<file path="config.mk">
export PLATFORM = sky130hd
export DESIGN_NAME = spi_frame_sequencer
export DESIGN_NICKNAME = d
export VERILOG_FILES = /design/src/rtl/spi_frame_sequencer.sv
export SDC_FILE = /design/constraint.sdc
export NUM_CORES = 1
export LEC_CHECK = 0
export ABC_AREA = 1
export BUFFER_PORTS_ARGS = -buffer_cell sky130_fd_sc_hd__buf_2
export CORE_MARGIN = 5
export CORE_UTILIZATION = 30
export DETAILED_ROUTE_END_ITERATION = 8
export PLACE_DENSITY_LB_ADDON = 0.08
export SLEW_MARGIN = 20
export SYNTH_ARGS = -nofsm -noshare
export SYNTH_HDL_FRONTEND = slang
export SYNTH_SLANG_ARGS = --single-unit
</file>
<file path="constraint.sdc">
create_clock -name SCLK -period 1.4 [get_ports SCLK]
set_clock_uncertainty 0.05 [all_clocks]
set_input_delay 0.14 -clock SCLK [delete_from_list [all_inputs] [get_ports SCLK]]
set_output_delay 0.14 -clock SCLK [all_outputs]
set_load 0.01 [all_outputs]
</file>
<file path="src/rtl/spi_frame_sequencer.sv">
// SPI configuration frame sequencer: decodes opcode/address/burst bytes from the
// spi_slave deserialiser, drives config-memory address/write-enable and owns the ready flags.
module spi_frame_sequencer #(
    parameter int MEM_DEPTH = 224,
    parameter int ADDR_W    = 8
) (
    input  logic              SCLK,
    input  logic              RESET,
    input  logic              SS,
    input  logic              data_valid,
    input  logic [7:0]        received_data,
    output logic [ADDR_W-1:0] mem_addr,
    output logic              mem_we,
    output logic [7:0]        mem_wdata,
    output logic              clk_div_ready,
    output logic              input_spike_ready,
    output logic              debug_config_ready,
    output logic              frame_active,
    output logic              cmd_err
);

    typedef enum logic [2:0] {
        IDLE,
        ADDR_H,
        ADDR_L,
        WR_DATA,
        RD_DATA,
        DISCARD
    } state_t;

    typedef enum logic {
        OP_WR,
        OP_RD
    } op_t;

    localparam logic [15:0] DEPTH16 = 16'(MEM_DEPTH);
    localparam logic [15:0] LAST16  = 16'(MEM_DEPTH - 1);

    state_t      state;
    op_t         op;
    logic [15:0] addr;
    logic        in_range;
    logic [15:0] addr_inc;

    assign in_range = (addr < DEPTH16);

    // Bursts wrap inside the memory; an already out-of-range address just counts on.
    assign addr_inc = (addr == LAST16) ? 16'h0000 : addr + 16'h0001;

    assign mem_addr     = addr[ADDR_W-1:0];
    assign mem_we       = data_valid & (state == WR_DATA) & in_range & ~SS;
    assign mem_wdata    = received_data;
    assign frame_active = (state != IDLE);

    // NOTE: all state here is updated with non-blocking assignments so every
    // register samples the pre-edge values, matching the combinational mem_we.
    always_ff @(posedge SCLK or posedge RESET) begin
        if (RESET) begin
            state              <= IDLE;
            op                 <= OP_WR;
            addr               <= 16'h0000;
            clk_div_ready      <= 1'b0;
            input_spike_ready  <= 1'b0;
            debug_config_ready <= 1'b0;
            cmd_err            <= 1'b0;
        end else if (SS) begin
            state <= IDLE;
        end else if (data_valid) begin
            case (state)
                IDLE: begin
                    state <= DISCARD;
                    case (received_data)
                        8'h01: begin
                            op    <= OP_WR;
                            state <= ADDR_H;
                        end
                        8'h03: begin
                            op    <= OP_RD;
                            state <= ADDR_H;
                        end
                        8'h10:   clk_div_ready      <= 1'b1;
                        8'h11:   clk_div_ready      <= 1'b0;
                        8'h20:   input_spike_ready  <= 1'b1;
                        8'h21:   input_spike_ready  <= 1'b0;
                        8'h30:   debug_config_ready <= 1'b1;
                        8'h31:   debug_config_ready <= 1'b0;
                        8'h7F:   cmd_err            <= 1'b0;
                        default: cmd_err            <= 1'b1;
                    endcase
                end
                ADDR_H: begin
                    addr[15:8] <= received_data;
                    state      <= ADDR_L;
                end
                ADDR_L: begin
                    addr[7:0] <= received_data;
                    state     <= (op == OP_WR) ? WR_DATA : RD_DATA;
                end
                // Read bytes are dummies; only the address advances.
                WR_DATA, RD_DATA: begin
                    if (!in_range) cmd_err <= 1'b1;
                    addr <= addr_inc;
                end
                default: ;
            endcase
        end
    end

endmodule

</file>
==> summary.txt <==
Clock network
  • Worst-skew pair later-pin latency: 0.28 ns
  • Max clock buf depth: 2
  • CTS tree: done
  • Clock sink count: 24
  • Num CTS Buffers: 3
  • Root Driver: clkbuf_8
  • Worst-path clk slew: 0.10 ns
  • H-Tree Depth: 1

Global routing
  • Pin count of the biggest net entering global routing: 25
  • Grt ovf: 0
  • Initial antenna violation count: 0
  • First-pass GRT wire length: 9.72 mm
  • Total GRT Usage: 14.5%
  • Vias in the first global route: 2065

Worst setup path
  • Req. time, crit path: 1.21 ns
  • CP max FO: 2
  • Crit end category: primary output
  • CP startpoint kind: register
  • Crit path DAT: 1.43 ns
  • Critical path class: register to primary output

Worst hold path
  • Hold WC Path Type: input port to register

Finish
  • Layout Nets: 392
  • Diodes inserted: 0
  • Syn-to-layout area delta: 62.6%
  • Footprint of the multi-input gates: 1500 um^2
  • Reg area: 604 um^2
  • Utilization after layout: 49.4%
  • # fillers: 635
  • Share of layout cells above drive strength 1: 50.5%

STA
  • Least-Margin Pin Slew: 0.363 ns
  • Setup WS post-layout: -0.220 ns
  • Relative slew slack: 75.8%
  • Final min period: 1.62 ns
  • Final period util: 116%
  • Final hold vios: 0
  • # setup viols final: 20
  • Max-slew violations: 0
  • RSZ-0062 raised after global routing: true
  • F_max: 617 MHz
  • TNS Setup: -1.14 ns

Yosys
  • Combinational family with the most area after synthesis: simple AND/OR/NAND/NOR gates
  • Syn_nets: 318
  • Post-Synth XOR/XNOR Area: 0.919%
  • Post-Synth Adder-Cell Area: 0.657%
  • Most frequent cells after synthesis: nand2_1, nor2_1, inv_1
  • Post-Synthesis Cells: 305
  • Top-count cell post-synth: nand2_1
  • Top cell type's share of synthesized area: 31.5%
  • Post-synthesis mux area share: 0%
  • Simple-gate share of the synthesized area: 41.2%
  • Post-synth ARST share: 100%
  • Post-synth EDFFs: 0
  • Syn Area/Cell: 6.25 um^2
  • FF+latch count, synth: 24
  • Syn. warnings: 0
  • Register area share after synthesis: 31.5%
  • Synth top area cells: dfrtp_1, nand2_1, nor2_1
  • Synthesized cell area: 1910 um^2
  • Netlist cell types: 24
  • Most used DFF post-synth: dfrtp_1
  • Post-synth top area cell: dfrtp_1
  • Complex-gate fraction of the synthesized area: 8.93%

Run status
  • Status: finished, violations left
  • Failing checks: negative setup slack

Power and ir drop
  • Int Power: 0.00279 W
  • Psw: 0.00250 W
  • Combinational power share: 67.4%
  • P per Cell Area: 1710 nW/um^2
  • Seq pwr share: 23.1%
  • Leakage power: 1.47 nW
  • Clock share of power: 9.6%
  • Sw Share: 47.3%
  • Overall Power: 0.00528 W
  • Max VDD drop: 0.666 mV

Detailed routing
  • Drt drc: 0
  • Average wire per cell in the routed design: 14.2 um
  • Starting DRT DRC Count: 119
  • Post-Route WL: 6.45 mm
  • First-pass iteration count of the detailed router: 4
  • DR vias: 2116
  • Post-DRT Antenna Nets: 0
  • Via/cell ratio: 4.65

Floorplanning
  • Die width: 89.7 um
  • Die area: 8050 um^2
  • Initial Util: 30.4%
  • Die height: 89.7 um
  • FP Rows: 29
  • I/O pins: 34
  • Core area: 6280 um^2

Flow run
  • Max-cap violations: 0

Placement
  • Port bufs: 33
  • Routability cong.: 0.806
  • Post-DP HPWL: 4.48 mm
  • Post-Place Worst Slack: -0.102 ns
sequential cells by signal, summed over array words and instances, names as in the netlist:
| name | cells |
|---|---|
| addr | 16 |
| op | 1 |
| cmd_err | 1 |
| clk_div_ready | 1 |
| debug_config_ready | 1 |
| state | 3 |
| input_spike_ready | 1 |
routing by layer:
layer  track usage, %  wire (um)  up-vias
met4             3.40         59        0
li1                 -          -     1091
met5                0          0        -
met1             19.0       2960      993
met2             25.2       3300       26
met3             1.50        136        6
cell families (layout without fill, tap and decap cells):
family          Yosys count  after routing
xor+xnor                  2              2
simple gates            179            181
compound gates           33             33
flops                    24             24
buf+inv                  66            137
fa+ha+maj                 1              1
path summary, 6_finish.rpt:
| path | startpoint | endpoint | slack [ns] | cells after the start |
|---|---|---|---|---|
| setup / recovery | addr[15] | mem_we | -0.22 | 7 |
| hold / removal | SS | state[2] | 0.03 | 2 |
| setup reg to reg | state[2] | debug_config_ready | -0.09 | 8 |
| hold reg to reg | input_spike_ready | input_spike_ready | 0.45 | 2 |
| max in group asynchronous | RESET | addr[2] | 0.62 | 4 |
| min in group asynchronous | RESET | state[0] | 0.40 | 4 |
what timing repair did:
| item | CTS | global route |
|---|---|---|
| setup buffers | 2 | 13 |
| hold buffers | 1 | 0 |
| gates resized for setup | 34 | 109 |
| pin swaps | 8 | 37 |
| cloned | 2 | 2 |
| hold endpoints to repair | 24 | 0 |
| endpoints found under the setup margin | 23 | 24 |
placed cells by master (no fill, tap or decap), types with 2 or more instances in the layout:
| master | count |
|---|---|
| nand2_1 | 51 |
| buf_4 | 40 |
| inv_1 | 38 |
| buf_2 | 32 |
| nor2_1 | 31 |
| nor2_2 | 22 |
| dfrtp_1 | 21 |
| nand3_1 | 15 |
| nor2_4 | 14 |
| a21oi_2 | 11 |
| nand2_2 | 10 |
| nand3_4 | 10 |
| o21ai_0 | 9 |
| buf_6 | 9 |
| inv_2 | 6 |
| o21ai_1 | 6 |
| nand4_1 | 5 |
| nand3_2 | 5 |
| nand2_4 | 4 |
| nand2_8 | 4 |
| clkbuf_8 | 4 |
| nor3_4 | 3 |
| a21oi_1 | 3 |
| nor3_1 | 3 |
| dfrtp_2 | 3 |
| nand3b_1 | 2 |
| buf_12 | 2 |
worst max-delay path, stage by stage, from the launching register on:
cell and delay (ns):
dfrtp_1 0.39, nor2_1 0.11, nand2_1 0.08, nor2_2 0.16
buf_4 0.14, nand2_2 0.04, nor3_2 0.09, buf_2 0.15
final cells by class:
cell class	count	area share (%)
Tap cell	77	3.11
Timing Repair inverter	1	0.283
Inverter	47	6.42
Timing Repair Buffer	85	20.5
Clock buffer	4	1.78
Sequential cell	24	19.5
Multi-Input combinational cell	217	48.4
per-stage QoR:
stage | hold slack (ns) | instance area, um^2 | std cells
floorplan | 0.105 | 1910 | 305
global placement | 0.170 | 2290 | 431
detailed placement | 0.169 | 2290 | 431
CTS | 0.0219 | 2500 | 440
global route | 0.0321 | 3100 | 455
finish | 0.0309 | 3100 | 455
power by group through the flow:
| stage | sequential (W) | combinational [W] | clock [W] |
|---|---|---|---|
| finish | 0.00122 | 0.00356 | 0.000507 |
| global route | 0.00125 | 0.00389 | 0.000547 |
| CTS | 0.00118 | 0.00256 | 0.000524 |
| detailed placement | 0.00118 | 0.00236 | 0 |
| global placement | 0.00117 | 0.00237 | 0 |
| floorplan | 0.00123 | 0.00146 | 0 |
No activity file was read; power rests on OpenSTA's default activity.
